## src/rtl/perceptron_ctrl.sv

```systemverilog
// perceptron_ctrl
//   Byte-level command sequencer between a UART byte interface and the
//   perceptron datapath. Decodes host frames, loads weights/bias, streams input
//   vectors, waits for the classification result and returns it (or ACK/NAK).
//
//   Frames (first byte = opcode):
//     01 w0..w(N-1) -> weight writes, reply ACK
//     02 b          -> bias write, reply ACK
//     03 x0..x(N-1) -> input stream, reply with datapath result
//     other         -> reply NAK
//
//   Ports:
//     clk, rst                 clock, synchronous active-high reset
//     rx_data/rx_valid         received byte + one-cycle strobe
//     tx_data/tx_valid/tx_ready outgoing byte, held until accepted
//     dp_w_*                   weight write port (strobe, index, data)
//     dp_b_*                   bias write port
//     dp_x_*                   input element stream (strobe, index, data, last)
//     dp_res/dp_res_valid      datapath result + one-cycle strobe
//     busy                     high whenever not idle
//     err_drop                 one-cycle pulse when a received byte is discarded
module perceptron_ctrl #(
    parameter int         N       = 4,
    parameter int         IDX_W   = 2,
    parameter int         TIMEOUT = 1000000,
    parameter logic [7:0] ACK     = 8'hAA,
    parameter logic [7:0] NAK     = 8'hEE
) (
    input  logic             clk,
    input  logic             rst,
    input  logic [7:0]       rx_data,
    input  logic             rx_valid,
    output logic [7:0]       tx_data,
    output logic             tx_valid,
    input  logic             tx_ready,
    output logic             dp_w_we,
    output logic [IDX_W-1:0] dp_w_addr,
    output logic [7:0]       dp_w_data,
    output logic             dp_b_we,
    output logic [7:0]       dp_b_data,
    output logic             dp_x_valid,
    output logic [IDX_W-1:0] dp_x_idx,
    output logic [7:0]       dp_x_data,
    output logic             dp_x_last,
    input  logic [7:0]       dp_res,
    input  logic             dp_res_valid,
    output logic             busy,
    output logic             err_drop
);

    localparam int TW = $clog2(TIMEOUT + 1);

    typedef enum logic [2:0] {IDLE, W_LOAD, B_LOAD, X_LOAD, WAIT_RES, SEND} state_t;

    state_t         state;
    logic [IDX_W:0] cnt;
    logic [TW-1:0]  tmo;
    logic           tmo_hit;
    logic           cnt_last;

    assign tmo_hit  = (tmo == TW'(TIMEOUT - 1));
    assign cnt_last = (cnt == (IDX_W + 1)'(N - 1));

    always_ff @(posedge clk) begin
        if (rst) begin
            state      <= IDLE;
            cnt        <= '0;
            tmo        <= '0;
            tx_data    <= '0;
            tx_valid   <= 1'b0;
            dp_w_we    <= 1'b0;
            dp_w_addr  <= '0;
            dp_w_data  <= '0;
            dp_b_we    <= 1'b0;
            dp_b_data  <= '0;
            dp_x_valid <= 1'b0;
            dp_x_idx   <= '0;
            dp_x_data  <= '0;
            dp_x_last  <= 1'b0;
            busy       <= 1'b0;
            err_drop   <= 1'b0;
        end else begin
            // strobes are single-cycle by default
            dp_w_we    <= 1'b0;
            dp_b_we    <= 1'b0;
            dp_x_valid <= 1'b0;
            dp_x_last  <= 1'b0;
            err_drop   <= 1'b0;

            case (state)
                IDLE: begin
                    tmo <= '0;
                    if (rx_valid) begin
                        cnt  <= '0;
                        busy <= 1'b1;
                        case (rx_data)
                            8'h01:   state <= W_LOAD;
                            8'h02:   state <= B_LOAD;
                            8'h03:   state <= X_LOAD;
                            default: begin
                                state    <= SEND;
                                tx_data  <= NAK;
                                tx_valid <= 1'b1;
                            end
                        endcase
                    end
                end

                W_LOAD: begin
                    if (rx_valid) begin
                        tmo       <= '0;
                        dp_w_we   <= 1'b1;
                        dp_w_addr <= cnt[IDX_W-1:0];
                        dp_w_data <= rx_data;
                        cnt       <= cnt + 1'b1;
                        // ACK goes out alongside the final weight write
                        if (cnt_last) begin
                            state    <= SEND;
                            tx_data  <= ACK;
                            tx_valid <= 1'b1;
                        end
                    end else if (tmo_hit) begin
                        tmo      <= '0;
                        state    <= SEND;
                        tx_data  <= NAK;
                        tx_valid <= 1'b1;
                    end else begin
                        tmo <= tmo + 1'b1;
                    end
                end

                B_LOAD: begin
                    if (rx_valid) begin
                        tmo       <= '0;
                        dp_b_we   <= 1'b1;
                        dp_b_data <= rx_data;
                        state     <= SEND;
                        tx_data   <= ACK;
                        tx_valid  <= 1'b1;
                    end else if (tmo_hit) begin
                        tmo      <= '0;
                        state    <= SEND;
                        tx_data  <= NAK;
                        tx_valid <= 1'b1;
                    end else begin
                        tmo <= tmo + 1'b1;
                    end
                end

                X_LOAD: begin
                    if (rx_valid) begin
                        tmo        <= '0;
                        dp_x_valid <= 1'b1;
                        dp_x_idx   <= cnt[IDX_W-1:0];
                        dp_x_data  <= rx_data;
                        dp_x_last  <= cnt_last;
                        cnt        <= cnt + 1'b1;
                        if (cnt_last)
                            state <= WAIT_RES;
                    end else if (tmo_hit) begin
                        tmo      <= '0;
                        state    <= SEND;
                        tx_data  <= NAK;
                        tx_valid <= 1'b1;
                    end else begin
                        tmo <= tmo + 1'b1;
                    end
                end

                WAIT_RES: begin
                    if (rx_valid)
                        err_drop <= 1'b1;
                    // a result arriving on the expiry cycle still wins
                    if (dp_res_valid) begin
                        tmo      <= '0;
                        state    <= SEND;
                        tx_data  <= dp_res;
                        tx_valid <= 1'b1;
                    end else if (tmo_hit) begin
                        tmo      <= '0;
                        state    <= SEND;
                        tx_data  <= NAK;
                        tx_valid <= 1'b1;
                    end else begin
                        tmo <= tmo + 1'b1;
                    end
                end

                SEND: begin
                    tmo <= '0;
                    if (rx_valid)
                        err_drop <= 1'b1;
                    if (tx_valid && tx_ready) begin
                        tx_valid <= 1'b0;
                        busy     <= 1'b0;
                        state    <= IDLE;
                    end
                end

                default: begin
                    state    <= IDLE;
                    tx_valid <= 1'b0;
                    busy     <= 1'b0;
                end
            endcase
        end
    end

endmodule

```

## config.mk

```make
export PLATFORM = sky130hd
export DESIGN_NAME = perceptron_ctrl
export DESIGN_NICKNAME = d
export VERILOG_FILES = /design/src/rtl/perceptron_ctrl.sv
export SDC_FILE = /design/constraint.sdc
export NUM_CORES = 1
export LEC_CHECK = 0
export CAP_MARGIN = 40
export CORE_MARGIN = 1.5
export CORE_UTILIZATION = 50
export CTS_CLUSTER_SIZE = 30
export DETAILED_ROUTE_END_ITERATION = 8
export PLACE_DENSITY = 0.88
export SYNTH_ARGS = -nofsm -noshare
export SYNTH_HDL_FRONTEND = slang
export SYNTH_SLANG_ARGS = --single-unit
export TNS_END_PERCENT = 50
```

## constraint.sdc

```tcl
create_clock -name clk -period 3.2 [get_ports clk]
set_input_delay 0.32 -clock clk [delete_from_list [all_inputs] [get_ports clk]]
set_output_delay 0.32 -clock clk [all_outputs]
set_load 0.1 [all_outputs]
```

==> results of run 1 <==
==> metal layers <==
metal / vias up / global-route usage (%) / share of wire (%)
met4: 0 / 19.8 / 5.4
li1: 1632 / - / -
met3: 56 / 7.75 / 7.8
met2: 238 / 50.4 / 49
met5: - / 0 / 0
met1: 1672 / 35.0 / 38
==> power by group through the flow <==
stage          combinational (mW)  sequential [mW]  clock [mW]
2_1_floorplan               0.385             1.32           0
3_3_place_gp                0.911            0.998           0
3_5_place_dp                 1.09             1.00           0
4_1_cts                      1.10            0.984       0.778
5_1_grt                      1.17            0.992       0.812
6_report                     1.11            0.988       0.774
==> cells in the mapped netlist, types with 4 or more instances <==
library cell   n
nand2_1       92
nand3_1       10
nand4_1        7
nor2b_1        5
nor2_1        42
a21oi_1       47
o21ai_0        9
inv_1         10
xor2_1         7
clkbuf_1      20
o21ai_1        6
o21a_1         5
xnor2_1       10
dfxtp_1       69
and2_1         4
nor3_1        10
==> final cells by class <==
class | instances | area, sq um | area share, %
clock buffers | 10 | 128 | 2.64
inverters | 11 | 41.3 | 0.854
repair buffers | 111 | 1370 | 28.4
flip-flops and latches | 69 | 1380 | 28.6
multi-input cells | 314 | 1730 | 35.7
clock inverters | 6 | 87.6 | 1.81
well taps | 77 | 96.3 | 1.99
==> logic make-up (layout without fill, tap and decap cells) <==
group / count (synthesis) / in the layout / synth area share (%)
AND/OR/NAND/NOR: 194 / 194 / 28.0
AO/OA/AOI/OAI: 99 / 99 / 19.3
flip-flops: 69 / 69 / 42.7
buffers and inverters: 32 / 138 / 3.83
XOR/XNOR: 17 / 17 / 4.61
adder cells (fa/ha/maj): 4 / 4 / 1.47
==> how the worst max path moves through the flow <==
stage / slack [ps] / to / startpoint / cells after the start
3_3_place_gp: 790 / tx_data[0] / rx_valid / 6
6_report: 890 / tx_data[6] / cnt[0] / 7
4_1_cts: 930 / tx_data[6] / cnt[0] / 7
5_1_grt: 680 / tx_data[6] / cnt[1] / 7
2_1_floorplan: 1250 / tmo[14] / tmo[7] / 6
3_5_place_dp: 710 / tx_data[2] / rx_valid / 6
==> registers in the layout, indices dropped and copies added (netlist names), 3 cells and up <==
register	count
tmo	20
dp_x_data	8
state	3
cnt	3
dp_b_data	8
tx_data	8
dp_w_data	8
==> impl_metrics.csv, run 1 <==
group,metric,value,unit
timing,slew_violations,0,
power_and_ir_drop,p_leak,1.76,nW
timing,fmax,432,MHz
cts,cts_num_sinks,69,
cts,cts-hold-fix-buffers,0,
logic_synthesis,syn-num-nets,439,
setup_path,crit_fanout,9,
floorplan,die_y,83.4,microns
cells_and_area,area_delta_synth_final,49.5,%
timing,min_period,2310,ps
cts,cts.path.max_buffers,2,
power_and_ir_drop,vdd.ir_drop.worst,0.000603,V
drt,wl_per_cell,17.5,microns
logic_synthesis,synth_cell_type_count,56,
power_and_ir_drop,internal_power,1.76,mW
setup_path,cp-end-kind,"flip-flop",
logic_synthesis,synth_top_cell_area_share,42.7,%
placement,portBuffers,63,
power_and_ir_drop,powerDensity,595,mW/mm^2
placement,place_congestion,0.944,
hold_path,worstHoldEndpoint,"tx_data[7]",
grt,grt_max_degree,39,
timing,finalSetupTns,0,ps
drt,drcViolationCount,0,
drt,viasPerCell,6.02,
cells_and_area,postLayoutCoreUtil,76.5,%
cells_and_area,mostFrequentLayoutCell,"nand2_1",
setup_path,ff2ff_path_depth,7,
floorplan,initial_core_util,51.2,%
power_and_ir_drop,clock_power_share,26.9,%
grt,track_usage,30.5,%
cells_and_area,fin_nets,540,
timing,post-route-period-util,72.3,%
logic_synthesis,async_flop_share,0,%
cts,root_buffer,"clkbuf_8",
timing,setup_viol,0,
power_and_ir_drop,p_total,2.88,mW
cells_and_area,n_fill_cell,394,
setup_path,cp_slowest_cell,"dfxtp_1",
logic_synthesis,yosys_most_used_dff,"dfxtp_1",
logic_synthesis,syn-mean-instance-area,7.79,sq um
setup_path,path_cells,"ha_1 > ha_1 > nor2b_1 > o21ai_0 > nand4_1 > a31o_1 > a221oi_1",
placement,dp_slack,710,ps
timing,fin_ws,887,ps
grt,grt_overflow,0,
cts,clk_pin_slew_worst_paths,70,ps
placement,placed_cell_area,0.00462,sq mm
drt,antenna_left,0,
logic_synthesis,seq_area_frac_synth,42.7,%
power_and_ir_drop,p_comb_share,38.7,%
setup_path,path_class,"reg2reg",
power_and_ir_drop,pwr-share-seq,34.4,%
cts,htree_levels,3,
cts,cts_made_buffers,9,
hold_path,min-delay-start,"rst",
logic_synthesis,yosysTopAreaCell,"dfxtp_1",
logic_synthesis,yosys_warnings,0,
logic_synthesis,synth_area,0.00323,sq mm
setup_path,critPathTopFamily,"compound AO/OA/AOI/OAI gates",
timing,fin_skew,8.15,ps
grt,antenna_found_initial,0,
setup_path,max_stage_delay,450,ps
grt,grt_pass1_vias,3550,
drt,firstDrtPassIters,5,
floorplan,fp.dieArea,0.00695,sq mm
logic_synthesis,synth_edf_count,0,
cts,clk_latency,350,ps
setup_path,r2r-end,"tx_data[6]",
timing,rsz0062_at_grt,"false",
timing,worst_pin_slew,833,ps
setup_path,critPathBufInv,0,
timing,hold_slack,351,ps
power_and_ir_drop,swShare,38.7,%
setup_path,worst_setup_path_start_kind,"flip-flop",
floorplan,row_count,29,
setup_path,cp_common_cell,"ha_1",
logic_synthesis,synth_cells,415,
floorplan,fp.dieW,83.4,microns
setup_path,timing.rr.start,"cnt[0]",
grt,grt_pass1_wl,16900,microns
setup_path,cp.arrival,2570,ps
drt,drt_iter0_markers,304,
floorplan,pin_count,64,
cells_and_area,num_antenna_cells,0,
setup_path,cp.required,3450,ps
cells_and_area,finalNonFillerCells,598,
cells_and_area,final_cell_area,0.00483,sq mm
drt,route.vias.total,3598,
setup_path,r2r_setup_slack,890,ps
cts,postCtsSetupBuffers,0,
outcome,status,"finished, final reports clean",
hold_path,min_path_cells,2,
cts,cts_tree,"done",
cells_and_area,final_cell_mix,"nand2_1 (92), dfxtp_1 (69), clkdlybuf4s50_1 (62)",
cells_and_area,drive_above_1_share,14.8,%
floorplan,core-area,0.00631,sq mm
power_and_ir_drop,p_sw,1.11,mW
logic_synthesis,ys_ff_latch,69,
drt,drt_wl_total,10500,microns
logic_synthesis,synthTopCellsByArea,"dfxtp_1 (43%), nand2_1 (11%), a21oi_1 (7.3%)",
timing,hold_violations,0,
cts,ctsResizeCount,0,
placement,place_hpwl,7280,microns
job,drv_cap,0,
hold_path,hold_class,"in2reg",
placement,dp.cells,582,
timing,relSlewSlack,43.9,%
No activity file was read; power rests on OpenSTA's default activity.
==> run 2: changes to the inputs <==
- clock period: 3.2 -> 2.4 ns (I/O delays scaled with it)
==> run 2 against run 1 <==
Compared with the run above:
- clock power is 19% higher
- final cell count shrank 5.7%
- clock-buffer cell count grew 2
- via count fell by 12%
- sequential share of layout area increased by 5.5 points
- clock skew fell by 3.2 ps
- cell area shrank 16%
- register-to-register slack worse by 650 ps
- setup slack got worse by 650 ps
- die area unchanged
- routed wire length shrank 18%
- largest power group is now registers
- highest routed layer unchanged
==> impl_metrics.csv, run 2 (synthesis results as in run 1) <==
group,metric,value,unit
setup_path,cp.arrival,2430,ps
drt,drt_iter0_markers,211,
cts,root_buffer,"clkbuf_8",
timing,min_period,2170,ps
grt,use_met1,31.7,%
cells_and_area,mostFrequentLayoutCell,"nand2_1",
hold_path,worstHoldEndpoint,"cnt[0]",
power_and_ir_drop,vdd.ir_drop.worst,0.000586,V
drt,wl_per_cell,15.3,microns
cells_and_area,largest_reg_flops,20,
grt,grt_overflow,0,
hold_path,min-delay-start,"rst",
drt,firstDrtPassIters,5,
timing,hold_violations,0,
setup_path,r2r-end,"tx_data[7]",
cts,cts-hold-fix-buffers,0,
cts,ctsResizeCount,0,
drt,route.vias.total,3163,
cts,cts_num_sinks,69,
placement,dp.cells,548,
placement,portBuffers,63,
cts,htree_levels,3,
cts,postCtsSetupBuffers,0,
cts,cts_made_buffers,9,
timing,worst_pin_slew,691,ps
setup_path,path_class,"reg2reg",
outcome,status,"finished, final reports clean",
grt,grt_max_degree,32,
floorplan,row_count,29,
cells_and_area,num_antenna_cells,0,
setup_path,max_stage_delay,570,ps
drt,antenna_left,0,
placement,place_congestion,0.899,
setup_path,critPathTopFamily,"simple AND/OR/NAND/NOR gates",
power_and_ir_drop,powerDensity,859,mW/mm^2
cts,cts.path.max_buffers,2,
power_and_ir_drop,p_leak,1.54,nW
setup_path,cp_slowest_cell,"or4b_4",
timing,slew_violations,0,
floorplan,pin_count,64,
cells_and_area,final_cell_mix,"nand2_1 (92), dfxtp_1 (69), buf_4 (57)",
cts,cts_tree,"done",
grt,grt_pass1_vias,2933,
grt,grt_pass1_wl,13800,microns
cts,clk_pin_slew_worst_paths,70,ps
timing,fmax,462,MHz
timing,rsz0062_at_grt,"false",
setup_path,cp.required,2670,ps
setup_path,worst_setup_path_start_kind,"flip-flop",
timing,relSlewSlack,53.8,%
placement,place_hpwl,6100,microns
timing,finalSetupTns,0,ps
power_and_ir_drop,p_total,3.48,mW
grt,met2_usage,39.3,%
cts,clk_latency,350,ps
setup_path,critPathBufInv,0,
cells_and_area,drive_above_1_share,17.2,%
grt,met3_usage,5.67,%
cells_and_area,final_cell_area,0.00405,sq mm
timing,fin_skew,4.97,ps
setup_path,path_cells,"or4b_4 > nor4_4 > nand2_4 > o22a_1 > a221oi_2",
drt,drt_wl_total,8630,microns
hold_path,min_path_cells,2,
timing,post-route-period-util,90.2,%
floorplan,fp.dieArea,0.00695,sq mm
floorplan,die_y,83.4,microns
drt,drcViolationCount,0,
timing,setup_viol,0,
placement,placed_cell_area,0.00387,sq mm
setup_path,r2r_setup_slack,230,ps
setup_path,cp-end-kind,"flip-flop",
setup_path,crit_fanout,9,
hold_path,hold_class,"in2reg",
job,drv_cap,0,
floorplan,core-area,0.00631,sq mm
drt,viasPerCell,5.61,
setup_path,ff2ff_path_depth,5,
cells_and_area,fin_nets,506,
grt,top_usage_layer,"met2",
grt,antenna_found_initial,0,
grt,track_usage,24.5,%
cells_and_area,postLayoutCoreUtil,64.2,%
cells_and_area,regMostFlops,"tmo",
cells_and_area,area_delta_synth_final,25.4,%
setup_path,timing.rr.start,"tmo[7]",
cells_and_area,finalNonFillerCells,564,
floorplan,initial_core_util,51.2,%
floorplan,fp.dieW,83.4,microns
[run 2: how the worst max path moves through the flow]
stage,end,cells after the start,slack (ps),from
2_1_floorplan,tmo[14],6,450,tmo[7]
5_1_grt,tmo[18],5,140,tmo[7]
6_report,tx_data[7],5,230,tmo[7]
3_5_place_dp,tx_data[0],6,200,rx_valid
3_3_place_gp,tx_data[0],6,270,rx_valid
4_1_cts,tx_data[7],5,220,tmo[7]
[run 2: layout make-up]
cell class	count	area [sq um]
sequential	69	1380
tap	77	96.3
fill	545	2260
clock inverter	4	48.8
inverter	11	41.3
multi-input combinational	314	1730
clock buffer	12	135
timing repair buffer	77	623
[run 2: report_power, final]
part | internal [mW] | leakage, nW | switching, mW
logic | 0.362 | 0.885 | 0.879
clock network | 0.480 | 0.0943 | 0.439
registers | 1.23 | 0.559 | 0.0952
total | 2.07 | 1.54 | 1.41
[run 2: routing by layer]
layer | routed length (microns) | share of wire [%]
met5 | 0 | 0
met4 | 195 | 2.3
met3 | 449 | 5.2
met2 | 4140 | 48
met1 | 3850 | 45
[run 2: metrics by stage]
step / setup WS (ps) / hold WS (ps)
3_3_place_gp: 272 / 444
5_1_grt: 141 / 309
4_1_cts: 218 / 293
6_report: 235 / 303
2_1_floorplan: 446 / 327
3_5_place_dp: 204 / 447
==> variant 1: new RTL, flow settings as in run 2 <==
`TIMEOUT`: 1000000 -> 2000000.
--- a/src/rtl/perceptron_ctrl.sv
+++ b/src/rtl/perceptron_ctrl.sv
@@ -22,7 +22,7 @@
 module perceptron_ctrl #(
     parameter int         N       = 4,
     parameter int         IDX_W   = 2,
-    parameter int         TIMEOUT = 1000000,
+    parameter int         TIMEOUT = 2000000,
     parameter logic [7:0] ACK     = 8'hAA,
     parameter logic [7:0] NAK     = 8'hEE
 ) (
Formal check against the unedited RTL: same outputs for any inputs over 4 cycles, from zero or initial values and one cycle with rst high; that may be too few to reach the edited logic, so the function may still have changed.
==> variant 1 against run 2 <==
- total power grew 19%
- final area grew 2.7%
- clock skew grew 0.0049 ns
- non-clock buffer count grew 2
- sequential cell count grew 1
- wire length shrank 5.0%
- setup slack gained 0.029 ns
- core utilization grew 1.3 points
- global-route usage shrank 0.37 points
- synthesized area grew 1.8%
- sequential power grew 5%
==> variant 1: results (changes against run 2) <==
stage,metric,value,unit,change
timing,clock_skew,0.00985,ns,was 0.00497 ns
yosys,synthDistinctLibCells,59,,was 56
yosys,yosys-top-cells-count,"84 x nand2_1, 70 x dfxtp_1, 43 x a21oi_1, 40 x nor2_1, 21 x nor3_1",,"was 92 x nand2_1, 69 x dfxtp_1, 47 x a21oi_1, 42 x nor2_1, 20 x clkbuf_1"
grt,grt_start_max_net_pins,33,,was 32
yosys,synthTopCellsByArea,"dfxtp_1 43%, nand2_1 9.6%, a21oi_1 6.5%, nor2_1 4.6%, nor3_1 3.2%",,"was dfxtp_1 43%, nand2_1 11%, a21oi_1 7.3%, nor2_1 4.9%, xnor2_1 2.7%"
setup_path,crit_family,compound AO/OA/AOI/OAI gates,,was simple AND/OR/NAND/NOR gates
timing,relSlewSlack,55.7,%,was 53.8%
place,hpwl,5.76,mm,was 6.10 mm
yosys,synthAdderAreaFrac,1.45,%,was 1.47%
yosys,avgSynthCellArea,7.93,µm²,was 7.79 µm²
yosys,muxShareOfSynthArea,0.304,%,was 0%
setup_path,path_max_fanout,12,,was 9
power_and_ir_drop,ir_drop,0.00102,V,was 0.000586 V
place,place_inst,550,,was 548
yosys,synth_compound_area_share,16.0,%,was 19.3%
finish,largest_register_ffs,21,,was 20
power_and_ir_drop,p_leak,1.54,nW,about the same
drt,wl_per_cell,14.5,µm,was 15.3 µm
grt,grt_pass1_vias,3082,,was 2933
grt,grt_pass1_wl,13.9,mm,was 13.8 mm
setup_path,cp_slowest_cell,dfxtp_1,,was or4b_4
yosys,yosysSeqAreaShare,42.6,%,was 42.7%
drt,via_per_inst,5.70,,was 5.61
power_and_ir_drop,switchingPower,0.00174,W,was 0.00141 W
outcome,status,"complete, no violations",,unchanged
## variant 1: cell count changes after synthesis, sizes merged, moves of 4 or more
cell,delta
a21oi,-4
buf,+9
nand2b,+6
nor3,+11
and4,+4
clkbuf,-9
nand2,-9
## variant 1: cell type report
| type | count | area, µm² |
|---|---|---|
| Clock buffer | 12 | 155 |
| Clock inverter | 4 | 77.6 |
| Fill cell | 530 | 2190 |
| Inverter | 10 | 37.5 |
| Multi-Input combinational cell | 314 | 1760 |
| Sequential cell | 70 | 1400 |
| Tap cell | 77 | 96.3 |
| Timing Repair Buffer | 79 | 638 |
## variant 1: logic make-up after synthesis
logic type | count (synthesis)
AOI/OAI and AO/OA | 87
xor gates and xnor gates | 16
adders and majority gates | 4
buffers and inverters | 31
DFF | 70
muxes | 1
and+or+nand+nor | 206
## variant 1: power groups by stage
stage,Combinational [W],Clock (W),Sequential (W)
floorplan,0.000680,0,0.00199
global placement,0.00161,0,0.00141
detailed placement,0.00163,0,0.00141
CTS,0.00165,0.00111,0.00139
global route,0.00177,0.00116,0.00141
finish,0.00166,0.00110,0.00139
## variant 1: layer usage
metal	routed length (µm)	global-route usage [%]
met2	4130	39.9
met1	3500	30.1
met3	405	6.03
met5	0	0
met4	157	9.69
## variant 1: final timing paths
| kind | from | endpoint | slack (ns) | cells after the start |
|---|---|---|---|---|
| worst max-delay path | state[0]$_SDFFE_PP0P_ | state[0]$_SDFFE_PP0P_ | 0.26 | 6 |
| worst min-delay path | rst | tmo[1]$_SDFFE_PP0P_ | 0.37 | 2 |
| worst max register to register | state[0]$_SDFFE_PP0P_ | state[0]$_SDFFE_PP0P_ | 0.26 | 6 |
| worst min register to register | dp_b_data[1]$_SDFFE_PP0P_ | dp_b_data[1]$_SDFFE_PP0P_ | 0.46 | 2 |
==> variant 2: new RTL, config.mk and constraints of run 2 <==
Without the edit above. The 6 states of `state_t` get a one-hot encoding in 6 bits.
--- a/src/rtl/perceptron_ctrl.sv
+++ b/src/rtl/perceptron_ctrl.sv
@@ -50,7 +50,7 @@
 
     localparam int TW = $clog2(TIMEOUT + 1);
 
-    typedef enum logic [2:0] {IDLE, W_LOAD, B_LOAD, X_LOAD, WAIT_RES, SEND} state_t;
+    typedef enum logic [5:0] {IDLE = 6'b000001, W_LOAD = 6'b000010, B_LOAD = 6'b000100, X_LOAD = 6'b001000, WAIT_RES = 6'b010000, SEND = 6'b100000} state_t;
 
     state_t         state;
     logic [IDX_W:0] cnt;
Function: same outputs for any inputs over 4 cycles, from zero or initial values and one cycle with rst high; so few cycles prove little.
==> variant 2 against run 2 <==
- final area rose by 9.3%
- sequential cell count rose by 3
- setup slack lost 0.21 ns
- wire length increased by 2.6%
- maximum frequency down 8.9%
- total power grew 2.3%
- die area up 6.2%
- cell count shrank 2.1%
- synthesized area rose by 6.4%
- critical endpoint is now state[3]$_SDFFE_PP0P_
- largest cell class unchanged
==> variant 2: results (changes against run 2) <==
stage,metric,value,unit,change
grt,grtUsageTotal,23.5,%,was 24.5%
finish,registers.top_by_ff_count,tmo,,unchanged
drt,first_pass_iters,5,,unchanged
worst_hold_path,hold-path-cell-count,2,,unchanged
grt,grt_pass1_vias,2972,,was 2933
place,hpwl,6.05,mm,was 6.10 mm
yosys,syn_inst,392,,was 415
power_and_ir_drop,ir_drop,0.000432,V,was 0.000586 V
yosys,yosysSeqAreaShare,41.9,%,was 42.7%
drt,highest_layer,met4,,unchanged
finish,drive_above_1_share,22.9,%,was 17.2%
place,place_inst,535,,was 548
drt,wl_per_cell,16.0,µm,was 15.3 µm
drt,drt_iter0_drc,289,,was 211
grt,grt_pass1_wl,13.9,mm,was 13.8 mm
yosys,muxShareOfSynthArea,7.28,%,was 0%
yosys,yosys-top-cells-count,"74 x nor2_1, 72 x dfxtp_1, 26 x a21oi_1, 25 x mux2i_1, 16 x nand2_1",,"was 92 x nand2_1, 69 x dfxtp_1, 47 x a21oi_1, 42 x nor2_1, 20 x clkbuf_1"
power_and_ir_drop,p_leak,1.87,nW,was 1.54 nW
finish,final_nets,491,,was 506
yosys,synth_compound_area_share,14.4,%,was 19.3%
yosys,synth-xor-area-share,5.60,%,was 4.61%
drt,route.met2.wl,4.07,mm,was 4.14 mm
timing,finalMaxSlewViolations,0,,unchanged
timing,relSlewSlack,62.7,%,was 53.8%
setup_path,worstRegToRegCells,6,,was 5
place,gp_congestion,0.934,,was 0.899
setup_path,cp.arrival,2.63,ns,was 2.43 ns
finish,finalNonFillerCells,552,,was 564
setup_path,cpPeakStageDelay,0.51,ns,was 0.57 ns
timing,clock_skew,0.00611,ns,was 0.00497 ns
power_and_ir_drop,switchingPower,0.00134,W,was 0.00141 W
finish,n_antenna_cell,0,,unchanged
cts,cts-root-buf,clkbuf_8,,unchanged
yosys,synthAdderAreaFrac,1.09,%,was 1.47%
drt,via_per_inst,5.91,,was 5.61
setup_path,cp_slowest_cell,dfxtp_1,,was or4b_4
yosys,synthTopCellsByArea,"dfxtp_1 42%, nor2_1 8.1%, mux2i_1 7.3%, a21oi_1 3.8%, xnor2_1 2.8%",,"was dfxtp_1 43%, nand2_1 11%, a21oi_1 7.3%, nor2_1 4.9%, xnor2_1 2.7%"
outcome,status,"complete, no violations",,unchanged
place,pre_cts_slack,0.0217,ns,was 0.204 ns
grt,grt_start_max_net_pins,52,,was 32
yosys,synthDistinctLibCells,56,,unchanged
drt,met3_length,806,µm,was 449 µm
drt,wl_met1,3.83,mm,was 3.85 mm
yosys,syn_nets,416,,was 439
setup_path,crit_family,compound AO/OA/AOI/OAI gates,,was simple AND/OR/NAND/NOR gates
finish,num-fill-cells,529,,was 545
setup_path,path_max_fanout,7,,was 9
## variant 2: area by class of cell
| class | count | area share (%) |
|---|---|---|
| clock inverter | 5 | 1.22 |
| multi-input combinational | 290 | 43.4 |
| timing repair buffer | 87 | 16.4 |
| inverter | 7 | 0.593 |
| sequential | 72 | 32.7 |
| clock buffer | 11 | 3.42 |
| tap | 80 | 2.26 |
## variant 2: path summary, 6_finish.rpt
| kind | from | to | slack [ns] |
|---|---|---|---|
| max | state[2]$_SDFFE_PP0P_ | state[3]$_SDFFE_PP0P_ | 0.02 |
| max reg2reg | state[2]$_SDFFE_PP0P_ | state[3]$_SDFFE_PP0P_ | 0.02 |
| min reg2reg | tx_data[0]$_SDFFE_PP0P_ | tx_data[0]$_SDFFE_PP0P_ | 0.49 |
| min | dp_res[4] | tx_data[4]$_SDFFE_PP0P_ | 0.49 |
## variant 2: layer usage
layer / vias up / track usage [%]
li1: 1557 / -
met4: 0 / 8.36
met1: 1517 / 30.7
met5: - / 0
met3: 23 / 6.83
met2: 166 / 37.1
## variant 2: what timing repair did
item                                    4_1_cts  5_1_grt
gates resized for setup                       1       14
setup buffers                                 0        1
gates cloned                                  0        0
endpoints found under the setup margin        2       28
## variant 2: through the flow
| step | hold WS (ns) | setup TNS (ns) | cell area (µm²) |
|---|---|---|---|
| after floorplan | 0.365 | 0 | 3440 |
| after global placement | 0.465 | 0 | 4130 |
| after detailed placement | 0.475 | 0 | 4130 |
| after CTS | 0.484 | 0 | 4340 |
| after global routing | 0.489 | -0.353 | 4430 |
| final | 0.488 | 0 | 4430 |
## variant 2: logic make-up (layout without fill, tap and decap cells)
logic type | count (synthesis) | after routing
xor+xnor | 22 | 22
fa+ha+maj | 3 | 3
flops | 72 | 72
simple gates | 171 | 171
mux | 25 | 25
buf+inv | 30 | 110
compound gates | 69 | 69
## variant 2: power groups by stage
stage	registers, W	clock network [W]	logic, W
finish	0.00134	0.00101	0.00121
global route	0.00135	0.00107	0.00130
CTS	0.00133	0.00101	0.00115
detailed placement	0.00135	0	0.00114
global placement	0.00135	0	0.00113
floorplan	0.00158	0	0.000619
